<file path="config.mk">
export PLATFORM = sky130hd
export DESIGN_NAME = iir_output_limiter
export DESIGN_NICKNAME = d
export VERILOG_FILES = /design/src/rtl/iir_output_limiter.sv
export SDC_FILE = /design/constraint.sdc
export NUM_CORES = 1
export LEC_CHECK = 0
export ABC_CLOCK_PERIOD_IN_PS = 5300
export CORE_MARGIN = 2
export CORE_UTILIZATION = 39
export DETAILED_ROUTE_END_ITERATION = 16
export GPL_ROUTABILITY_DRIVEN = 0
export GPL_TIMING_DRIVEN = 0
export PLACE_DENSITY = 0.68
export SLEW_MARGIN = 15
export SYNTH_ARGS = -nofsm -noshare
export SYNTH_HDL_FRONTEND = slang
export SYNTH_SLANG_ARGS = --single-unit
</file>
<file path="constraint.sdc">
create_clock -name clk_in -period 5.3 [get_ports clk_in]
set_clock_uncertainty 0.15 [all_clocks]
set_input_delay 1.06 -clock clk_in [delete_from_list [all_inputs] [get_ports clk_in]]
set_output_delay 1.06 -clock clk_in [all_outputs]
set_load 0.005 [all_outputs]
</file>
<file path="src/rtl/iir_output_limiter.sv">
// Output stage after the IIR filter: clamps the filter output to a window and
// slew-limits it on each update tick. It also flags a sustained rail condition.
module iir_output_limiter #(
  parameter int SIGNAL_SIZE = 16,
  parameter int RAIL_COUNT  = 8
) (
  input  logic                          clk_in,
  input  logic                          rst_in,
  input  logic                          on_in,
  input  logic                          hold_in,
  input  logic signed [SIGNAL_SIZE-1:0] min_in,
  input  logic signed [SIGNAL_SIZE-1:0] max_in,
  input  logic        [SIGNAL_SIZE-1:0] step_in,
  input  logic        [15:0]            period_in,
  input  logic signed [SIGNAL_SIZE-1:0] signal_in,
  output logic signed [SIGNAL_SIZE-1:0] signal_out,
  output logic                          valid_out,
  output logic                          railed_out
);

  localparam int W = SIGNAL_SIZE;
  localparam logic [7:0] RAIL_MAX = 8'(RAIL_COUNT);

  typedef enum logic [1:0] {BYPASS, TRACK, HOLD} state_t;

  state_t r_state;
  state_t w_nextState;

  logic [15:0]         r_tickCount;
  logic                w_tick;
  logic                w_bypass;
  logic                w_s1Load;
  logic                w_s2Update;

  logic                r_s1Valid;
  logic signed [W-1:0] r_target;
  logic                r_clamp;
  logic signed [W-1:0] w_target;
  logic                w_clamp;

  logic [W:0]          w_diff;
  logic [W:0]          w_absDiff;
  logic [W:0]          w_stepExt;
  logic                w_withinStep;
  logic [W-1:0]        w_stepped;
  logic signed [W-1:0] w_slewed;

  logic [7:0]          r_railCount;
  logic [7:0]          w_railNext;

  // The >= compare lets a shortened period fire on the very next cycle.
  assign w_tick = (r_tickCount >= period_in);

  always_ff @(posedge clk_in) begin
    if (rst_in) begin
      r_tickCount <= '0;
    end else if (w_tick) begin
      r_tickCount <= '0;
    end else begin
      r_tickCount <= r_tickCount + 16'd1;
    end
  end

  always_ff @(posedge clk_in) begin
    if (rst_in) begin
      r_state <= BYPASS;
    end else begin
      r_state <= w_nextState;
    end
  end

  always_comb begin
    w_nextState = r_state;
    case (r_state)
      BYPASS:  if (on_in) w_nextState = TRACK;
      TRACK: begin
        if (!on_in)       w_nextState = BYPASS;
        else if (hold_in) w_nextState = HOLD;
      end
      HOLD: begin
        if (!on_in)        w_nextState = BYPASS;
        else if (!hold_in) w_nextState = TRACK;
      end
      default: w_nextState = BYPASS;
    endcase
  end

  // Pipeline stages only advance in TRACK; HOLD and BYPASS drop in-flight work.
  always_comb begin
    w_bypass   = (r_state == BYPASS);
    w_s1Load   = (r_state == TRACK) && w_tick;
    w_s2Update = (r_state == TRACK) && r_s1Valid;
  end

  // An inverted window is treated as a misconfiguration and pinned at min_in.
  always_comb begin
    w_target = signal_in;
    w_clamp  = 1'b0;
    if (min_in > max_in) begin
      w_target = min_in;
      w_clamp  = 1'b1;
    end else if (signal_in < min_in) begin
      w_target = min_in;
      w_clamp  = 1'b1;
    end else if (signal_in > max_in) begin
      w_target = max_in;
      w_clamp  = 1'b1;
    end
  end

  // A partial step is only taken when |diff| > step, so W-bit arithmetic cannot wrap.
  always_comb begin
    w_diff       = {r_target[W-1], r_target} - {signal_out[W-1], signal_out};
    w_absDiff    = w_diff[W] ? (~w_diff + 1'b1) : w_diff;
    w_stepExt    = {1'b0, step_in};
    w_withinStep = (step_in == '0) || (w_absDiff <= w_stepExt);
    w_stepped    = w_diff[W] ? (signal_out - step_in) : (signal_out + step_in);
    w_slewed     = w_withinStep ? r_target : $signed(w_stepped);
  end

  always_comb begin
    w_railNext = 8'd0;
    if (r_clamp) begin
      w_railNext = (r_railCount == RAIL_MAX) ? r_railCount : r_railCount + 8'd1;
    end
  end

  always_ff @(posedge clk_in) begin
    if (rst_in) begin
      r_s1Valid   <= 1'b0;
      r_target    <= '0;
      r_clamp     <= 1'b0;
      signal_out  <= '0;
      valid_out   <= 1'b0;
      railed_out  <= 1'b0;
      r_railCount <= '0;
    end else begin
      r_s1Valid <= w_s1Load;
      valid_out <= w_s2Update;
      if (w_s1Load) begin
        r_target <= w_target;
        r_clamp  <= w_clamp;
      end
      if (w_bypass) begin
        signal_out  <= signal_in;
        r_railCount <= '0;
        railed_out  <= 1'b0;
      end else if (w_s2Update) begin
        signal_out  <= w_slewed;
        r_railCount <= w_railNext;
        railed_out  <= (w_railNext == RAIL_MAX);
      end
    end
  end

endmodule

</file>
==> metrics.cfg, run 1 <==
[route]
via_per_inst=5.61
wirelength_um=21300
drc=0
dr.pass1.iters=5
ant_nets=0
vias=7353
wire_per_inst_um=16.2
drtIter0Drc=378

[global_routing]
antenna_found_initial=0
grt_max_degree=13
grt_pass1_vias=6878
grt_pass1_wl_um=34200
gr-total-overflow=0
grt_usage_pct=21.2

[sta]
period_share_pct=95.0
slew_viol_final=0
max-slew-margin-rel_pct=49.9
setup_viol=0
holdWs_ns=0.307
fmax_ghz=0.199
tns_ns=0
fin_crit_ns=5.03
tightest_slew_ns=0.742
hold_viol=0

[power]
p_per_area_nw_per_um2=206
power.total_mw=1.87
vdd_drop_max_uv=173
power.leakage_nw=3.84

[clock_network]
clockBufferDepth=2
cts_tree=built
worstSkewPairLatency_ns=0.34
hold_buffers=0
clk_pin_slew_ns=0.06
cts-buffers-inserted=9
clock_tree.root_cell=clkbuf_16
h-tree-depth=3
cts.sinks=62

[floorplan]
chipHeight_um=141
die_w_um=141
coreArea_um2=18600
die_area_um2=19900
io_pins=102
start_util_pct=39.5
std_cell_rows=50

[synthesis]
ys_warn_count=0
ys_async_sr_fraction_pct=0
avgSynthCellArea_um2=7.67
synth_cells=958
synth_ff_type=dfxtp_1
synth_edf_count=0
ys_ff_latch=62
syn_area_um2=7340
ys_seq_area_share_pct=16.9
synth_fp_nets=1159
yosysUniqueCellTypes=72

[cells_and_area]
area_growth_pct=23.6
diodes=0
fin_area_um2=9070
postLayoutCoreUtil_pct=48.8
drive_above_1_share_pct=5.11
nNetsFinal=1273

[placed_design]
io_buffer_count=101
place_hpwl_um=17400
dpl_cell_area_um2=8650

[min_path]
hp-class=reg2reg

[run]
cap_violations=0

[setup_path]
cpLargestDelayFamily=compound AO/OA/AOI/OAI gates
cp_slowest_cell=fa_1
cp_slowest_stage_delay_ns=0.46
crit_path_start_kind=flop
path_max_fanout=10
path_class=reg2reg
critPathArrivalTime_ns=5.14
path_cells=inv_1 > ha_1 > fa_1 > nor2b_4 > o31a_1 > o211ai_2 > a211o_4 > clkbuf_2 > nand2_1 > o21ai_0 > ha_1 > nor2b_1 > o21a_1 > o21a_1 > o211ai_1 > a21boi_0 > o311a_1 > a31oi_2 > buf_4 > mux2_1 > o22ai_1
path_buf_inv=3
end_kind=flop
cp.required_ns=5.41

[status]
status=finished, final reports clean

==> registers in the layout (all words and copies together) (netlist names) <==
register     cells
r_railCount      8
railed_out       1
r_tickCount     16
r_s1Valid        1
valid_out        1
r_state          2
r_target        16
signal_out      16
r_clamp          1
==> cells by family (layout without fill, tap and decap cells) <==
group | Yosys count | after routing | share of synthesized area (%)
AOI/OAI and AO/OA | 255 | 255 | 23.6
xor gates and xnor gates | 69 | 69 | 8.23
adders and majority gates | 118 | 118 | 20.3
buffers and inverters | 134 | 253 | 6.99
DFF | 62 | 62 | 16.9
muxes | 5 | 5 | 0.716
and+or+nand+nor | 315 | 315 | 23.2
==> final timing paths <==
path / slack [ns] / start / depth (start not counted) / end
min reg2reg: 0.31 / railed_out / 2 / railed_out
min: 0.31 / railed_out / 2 / railed_out
max reg2reg: 0.27 / r_target[0] / 21 / signal_out[0]
max: 0.27 / r_target[0] / 21 / signal_out[0]
==> synth_stat cells, types with 4 or more instances <==
master | n | area share (%)
and2_1 | 6 | 0.51
a21oi_1 | 78 | 5.3
nand3_1 | 30 | 2.0
a31oi_1 | 12 | 1.0
nor2_1 | 78 | 4.0
o31a_1 | 4 | 0.48
nor4_1 | 8 | 0.68
a211o_1 | 6 | 0.72
o22ai_1 | 4 | 0.34
nand4b_1 | 23 | 2.7
dfxtp_1 | 62 | 17
o211ai_1 | 10 | 1.0
nand2b_1 | 7 | 0.60
nand3b_1 | 15 | 1.5
or4_1 | 6 | 0.61
or2_2 | 7 | 0.60
a21o_1 | 26 | 2.7
nand2_1 | 56 | 2.9
xor2_1 | 19 | 2.3
xnor2_1 | 50 | 6.0
or3_1 | 9 | 0.77
o31ai_1 | 9 | 0.92
nand4_1 | 15 | 1.3
a22oi_1 | 10 | 1.0
o311ai_0 | 16 | 1.9
o21a_1 | 13 | 1.3
and4_1 | 4 | 0.48
o2111ai_1 | 4 | 0.48
nor3_1 | 21 | 1.4
clkbuf_1 | 29 | 1.5
ha_1 | 115 | 20
a211oi_1 | 4 | 0.41
o21ai_0 | 29 | 2.0
inv_1 | 98 | 5.0
and3_1 | 7 | 0.60
nor2b_1 | 15 | 1.3
==> where the power goes <==
part | switching, mW | leakage, nW | internal (mW)
Clock | 0.232 | 0.141 | 0.379
Sequential | 0.0154 | 0.504 | 0.477
Combinational | 0.414 | 3.20 | 0.356
==> per-stage QoR <==
stage	setup slack (ns)	instances
after CTS	0.0784	1309
after detailed placement	-0.239	1293
after global placement	-0.181	1293
after global routing	-0.0255	1311
final	0.267	1311
after floorplan	0.637	958
==> cell type report <==
class | count | area [µm²]
Buffer | 35 | 155
Inverter | 99 | 372
Fill cell | 1815 | 9510
Timing Repair Buffer | 103 | 1030
Clock inverter | 6 | 70.1
Sequential cell | 62 | 1240
Clock buffer | 10 | 239
Tap cell | 234 | 293
Multi-Input combinational cell | 762 | 5680
==> worst min-delay path: stages, from the launching register on <==
cell     delay, ns
dfxtp_1       0.31
nand2_1       0.05
a21oi_1       0.05
==> cell usage in the layout (no fill, tap or decap), types with 4 or more instances in the layout <==
cell,count
ha_1,115
buf_4,5
nor3_1,21
o211ai_1,10
a211o_1,5
nand3_1,30
nand4b_1,23
a22oi_1,10
a31oi_1,10
or4_1,6
or3_1,9
nand3b_1,15
or2_2,7
clkbuf_16,9
o21a_1,13
nand4_1,15
o31a_1,4
o22ai_1,4
nand2b_1,7
o311ai_0,16
and3_1,7
inv_1,98
nor2_1,78
xor2_1,19
a21oi_1,78
nand2_1,56
a21o_1,26
and2_1,6
dfxtp_1,62
nor2b_1,15
and4_1,4
o2111ai_1,4
nor4_1,7
clkdlybuf4s50_1,101
clkbuf_1,26
o21ai_0,29
xnor2_1,49
o31ai_1,7
==> layer usage <==
| metal | GRT usage [%] | up-vias | part of all wire (%) |
|---|---|---|---|
| li1 | - | 3736 | - |
| met1 | 28.7 | 3398 | 47 |
| met2 | 35.4 | 194 | 47 |
| met3 | 3.16 | 25 | 4.7 |
| met4 | 4.89 | 0 | 1.6 |
| met5 | 0 | - | 0 |
==> timing repair <==
| action | CTS | global route |
|---|---|---|
| buffers inserted | 0 | 2 |
| gates resized for setup | 7 | 17 |
| endpoints found under the setup margin | 16 | 16 |
| pin swaps | 2 | 3 |
Note: power is estimated with default switching activity, not from simulation.
==> inputs of run 2 (changes only) <==
--- a/config.mk
+++ b/config.mk
@@ -5,7 +5,8 @@
 export SDC_FILE = /design/constraint.sdc
 export NUM_CORES = 1
 export LEC_CHECK = 0
-export ABC_CLOCK_PERIOD_IN_PS = 5300
+export ABC_AREA = 1
+export ABC_CLOCK_PERIOD_IN_PS = 6300
 export CORE_MARGIN = 2
 export CORE_UTILIZATION = 39
 export DETAILED_ROUTE_END_ITERATION = 16
==> constraint.sdc (replaced) <==
create_clock -name clk_in -period 6.3 [get_ports clk_in]
set_clock_uncertainty 0.15 [all_clocks]
set_input_delay 1.26 -clock clk_in [delete_from_list [all_inputs] [get_ports clk_in]]
set_output_delay 1.26 -clock clk_in [all_outputs]
set_load 0.005 [all_outputs]
==> run 2 against run 1 <==
Fmax grew 4.7%. First-iteration DRC count grew 7.1%. Sequential power shrank 16%. Wire length shrank 3.4%. Sequential cell count is the same. Clock power shrank 11%. Utilization shrank 0.49 points. Final cell count grew 19%. Largest power group unchanged. Highest routed layer unchanged.
==> metrics.cfg, run 2 <==
[run]
cap_violations=0

[setup_path]
reg2reg_slack_ns=1.49
path_class=reg2reg
path_max_fanout=10
end_kind=flop
setup.worst_path.start=r_target[0]
r2r-start=r_target[0]
r2r-end=signal_out[15]
crit_path_start_kind=flop
cp.required_ns=6.34
critPathArrivalTime_ns=4.84
reg2regPathDepth=27

[synthesis]
synthTopCellsByCount=nand2_1 (252), inv_1 (191), ha_1 (115), nand3_1 (94), nor2_1 (91)
synthXorXnorAreaFrac_pct=5.93
synth_top_area_share_pct=18.7
synthTopCellsByArea=ha_1 (19%), dfxtp_1 (16%), nand2_1 (12%)
synth_cells=1179
synth-compound-area-share_pct=14.5
synth_edf_count=0
yosysMostFrequentCell=nand2_1
synthMuxAreaShare_pct=0
synth_ff_type=dfxtp_1
ys_seq_area_share_pct=16.1
syn_area_um2=7700
avgSynthCellArea_um2=6.53
yosys.area_share.simple_pct=33.3
ys_ff_latch=62
synth_area_leader_cell=ha_1
ys_warn_count=0
synth_top_family_by_area=simple AND/OR/NAND/NOR gates
yosysUniqueCellTypes=49
synth_fa_ha_area_share_pct=19.2
ys_async_sr_fraction_pct=0
synth_fp_nets=1380

[clock_network]
h-tree-depth=3
clock_tree.root_cell=clkbuf_16
worstSkewPairLatency_ns=0.34
cts-buffers-inserted=9
cts_resized=0
clk_pin_slew_ns=0.05
hold_buffers=0
cts_tree=built
postCtsSetupBuffers=0
cts.sinks=62
clockBufferDepth=2

[cells_and_area]
final_common_cell=nand2_1
layout_common_cells=nand2_1 (252), inv_1 (191), ha_1 (115)
postLayoutCoreUtil_pct=48.3
nNetsFinal=1492
diodes=0
fin_area_um2=9380
top_regs=r_target x16, r_tickCount x16, signal_out x16
drive_above_1_share_pct=7.18
area_growth_pct=21.8

[sta]
setup_viol=0
fin_crit_ns=4.81
postLayoutSetupSlackWorst_ns=1.49
fmax_ghz=0.208
hold_viol=0
slew_viol_final=0
period_share_pct=76.3
tightest_slew_ns=0.730
tns_ns=0
rsz0062_at_grt=false
max-slew-margin-rel_pct=51.3

[placed_design]
place_ws_ns=1.23
place_hpwl_um=17600
dpl_cell_area_um2=9040
io_buffer_count=101

[route]
dr.pass1.iters=5
drtIter0Drc=405
wire_per_inst_um=13.2
via_per_inst=4.97
drc=0
vias=7761
wirelength_um=20600
ant_nets=0

[power]
p_per_area_nw_per_um2=172
combPwrFrac_pct=40.5
vdd_drop_max_uv=139
seqPwrFrac_pct=25.8
p_int_mw=1.04
power.total_mw=1.61
p_clk_share_pct=33.8
p_sw_share_pct=35.9
switchingPower_mw=0.579
power.leakage_nw=4.61

[global_routing]
grt_pass1_vias=7542
grt_pass1_wl_um=34500
antenna_found_initial=0
grt_max_degree=12
gr-total-overflow=0
grt_usage_pct=20.5

[min_path]
holdPathStages=2
hold_end=railed_out
worstHoldStart=railed_out
hp-class=reg2reg

[floorplan]
io_pins=102
coreArea_um2=19400
die_area_um2=20900
chipHeight_um=145
std_cell_rows=51
die_w_um=145
start_util_pct=39.7

[status]
status=finished, final reports clean

==> run 2: changes by cell type in the layout (fill, tap and decap cells not counted), sizes merged, moves of 24 or more <==
cell	before	now
inv	100	194
o21ai	29	55
a21o	26	2
nand2	56	271
nand3	30	110
xnor2	50	9
==> run 2: worst max path at each step <==
stage | slack [ns] | cells past startpoint | to
final | 1.49 | 27 | signal_out[15]
after global routing | 0.96 | 27 | signal_out[15]
after CTS | 1.47 | 26 | signal_out[15]
after detailed placement | 1.23 | 23 | signal_out[15]
after global placement | 1.22 | 23 | signal_out[15]
after floorplan | 2.27 | 22 | signal_out[15]
==> run 2: area by class of cell <==
class / count / area [µm²]
clock buffers: 11 / 253
clock inverters: 5 / 81.3
plain buffers: 22 / 111
inverters: 196 / 736
flip-flops and latches: 62 / 1240
well taps: 265 / 332
repair buffers: 101 / 1010
multi-input cells: 899 / 5610
fillers: 2029 / 10000
==> run 2: power groups by stage <==
stage               clock network, mW  logic [mW]  registers, mW
finish                          0.545       0.654          0.416
global route                    0.567       0.743          0.417
CTS                             0.552       0.652          0.416
detailed placement                  0       0.647          0.424
global placement                    0       0.636          0.424
floorplan                           0       0.457          0.419
==> run 2: logic make-up (layout without fill, tap and decap cells) <==
logic type	Yosys count	count (layout)
compound gates	192	192
xor+xnor	50	50
fa+ha+maj	117	117
buf+inv	218	335
flops	62	62
simple gates	540	540
==> run 2: metrics by stage <==
stage / hold WS, ns / cells
after detailed placement: 0.303 / 1545
after CTS: 0.317 / 1561
after global routing: 0.336 / 1561
final: 0.314 / 1561
after global placement: 0.293 / 1545
after floorplan: 0.280 / 1179
==> run 2: worst max-delay path, cell delays in order, from the launching register on <==
cell and delay, ns:
dfxtp_1 0.33, inv_1 0.07, ha_1 0.21, fa_1 0.39
inv_1 0.08, nand3_1 0.08, nand2_1 0.11, nand3_1 0.09
nand2_2 0.15, nand2_1 0.09, nand2_1 0.08, nand2_1 0.06
nand2_2 0.17, clkbuf_1 0.45, nand2_1 0.14, xor2_1 0.19
ha_1 0.36, nand3_1 0.09, nand2_1 0.14, a31oi_1 0.13
o21ai_0 0.43, nand3_1 0.12, nand2_1 0.12, nand3_1 0.07
nand2_1 0.09, nand3_1 0.12, nand3_2 0.10, a21oi_2 0.05
==> run 2: routing by layer <==
layer / track usage (%) / wire length (µm)
met5: 0 / 0
met4: 4.96 / 256
met3: 1.42 / 681
met2: 35.7 / 9370
met1: 27.5 / 10300
==> inputs of run 3 (changes only) <==
--- a/config.mk
+++ b/config.mk
@@ -6,7 +6,7 @@
 export NUM_CORES = 1
 export LEC_CHECK = 0
 export ABC_AREA = 1
-export ABC_CLOCK_PERIOD_IN_PS = 6300
+export ABC_CLOCK_PERIOD_IN_PS = 4500
 export CORE_MARGIN = 2
 export CORE_UTILIZATION = 39
 export DETAILED_ROUTE_END_ITERATION = 16
==> constraint.sdc (replaced) <==
create_clock -name clk_in -period 4.5 [get_ports clk_in]
set_clock_uncertainty 0.15 [all_clocks]
set_input_delay 0.9 -clock clk_in [delete_from_list [all_inputs] [get_ports clk_in]]
set_output_delay 0.9 -clock clk_in [all_outputs]
set_load 0.005 [all_outputs]
==> run 3 against run 2 <==
Fmax is 14% higher. Hold slack hardly changed. Critical endpoint is now signal_out[10]. Highest routed layer unchanged. Non-clock buffer count is 20 higher. Combinational power is 61% higher.
==> metrics.cfg, run 3 (synthesis gave the netlist of run 2 again) <==
[global_routing]
grt_max_degree=12
gr-total-overflow=0
grt_pass1_wl_um=34600
antenna_found_initial=0
grt_usage_pct=20.5
grt_pass1_vias=7544

[clock_network]
cts_tree=built
h-tree-depth=3
clk_pin_slew_ns=0.06
clockBufferDepth=2
clock_tree.root_cell=clkbuf_16
worstSkewPairLatency_ns=0.34
cts-buffers-inserted=9
cts.sinks=62
hold_buffers=0

[setup_path]
path_buf_inv=4
path_class=reg2reg
critPathMostFrequentCell=nand2_1
path_max_fanout=8
cpLargestDelayFamily=simple AND/OR/NAND/NOR gates
cp.required_ns=4.53
cp_slowest_stage_delay_ns=0.42
cp_slowest_cell=dfxtp_1
critPathArrivalTime_ns=4.27
end_kind=flop
reg2reg_slack_ns=0.27
crit_path_start_kind=flop

[power]
p_per_area_nw_per_um2=243
power.leakage_nw=4.80
power.total_mw=2.39
vdd_drop_max_uv=196

[route]
ant_nets=0
wire_per_inst_um=13.6
dr.pass1.iters=5
wirelength_um=21500
vias=7900
drtIter0Drc=344
drc=0
via_per_inst=5.00

[sta]
holdWs_ns=0.314
setup_viol=0
hold_viol=0
period_share_pct=94.1
slew_viol_final=0
fmax_ghz=0.236
fin_crit_ns=4.23
tightest_slew_ns=0.734
max-slew-margin-rel_pct=51.0

[cells_and_area]
top_regs=r_target x16, r_tickCount x16, signal_out x16
nNetsFinal=1512
drive_above_1_share_pct=12.8
layout_common_cells=nand2_1 (246), inv_1 (186), ha_1 (111)
area_growth_pct=27.8
fin_area_um2=9840
num-fill-cells=1959
diodes=0
final_common_cell=nand2_1

[min_path]
hp-class=reg2reg

[floorplan]
io_pins=102
std_cell_rows=51
chipHeight_um=145
die_area_um2=20900
coreArea_um2=19400
start_util_pct=39.7
die_w_um=145

[status]
status=finished, final reports clean

[placed_design]
place_hpwl_um=17600
dpl_cell_area_um2=9040
io_buffer_count=101

[run]
cap_violations=0

## run 3: worst paths after layout
check                                     from              to  cells after the start
worst min-delay path            r_tickCount[0]  r_tickCount[0]                      1
worst max-delay path             signal_out[2]  signal_out[10]                     29
worst min register to register  r_tickCount[0]  r_tickCount[0]                      1
worst max register to register   signal_out[2]  signal_out[10]                     29
## run 3: metrics by stage
step | TNS [ns] | cells | setup WS, ns | utilization, %
after detailed placement | -2.17 | 1545 | -0.295 | 46.6
after global placement | -2.01 | 1545 | -0.266 | 46.6
after global routing | -0.329 | 1581 | -0.0599 | 50.7
after CTS | 0 | 1561 | 0.0256 | 48.5
after floorplan | 0 | 1179 | 0.531 | -
final | 0 | 1581 | 0.267 | 50.7
## run 3: power by group
group / switching, mW / internal (mW) / total (mW)
clock: 0.248 / 0.514 / 0.762
combinational: 0.601 / 0.447 / 1.05
sequential: 0.0208 / 0.563 / 0.583
## run 3: timing repair
| action | 4_1_cts | 5_1_grt |
|---|---|---|
| pin swaps | 3 | 39 |
| buffers inserted | 0 | 19 |
| gates cloned | 0 | 1 |
| setup endpoints to repair | 16 | 16 |
| gates resized for setup | 11 | 72 |
## run 3: cell type report
type | instances | area, µm² | share of cell area (%)
sequential | 62 | 1240 | 12.6
clock inverter | 5 | 81.3 | 0.826
tap | 265 | 332 | 3.37
buffer | 22 | 135 | 1.37
clock buffer | 11 | 253 | 2.57
inverter | 196 | 741 | 7.53
timing repair buffer | 121 | 1180 | 12.0
multi-input combinational | 899 | 5870 | 59.7
## run 3: metal layers
metal	GRT usage, %	routed length (µm)	up-vias
met4	4.80	294	0
met5	0	0	-
met2	35.8	10000	150
li1	-	-	4145
met1	27.6	10400	3585
met3	1.42	743	20
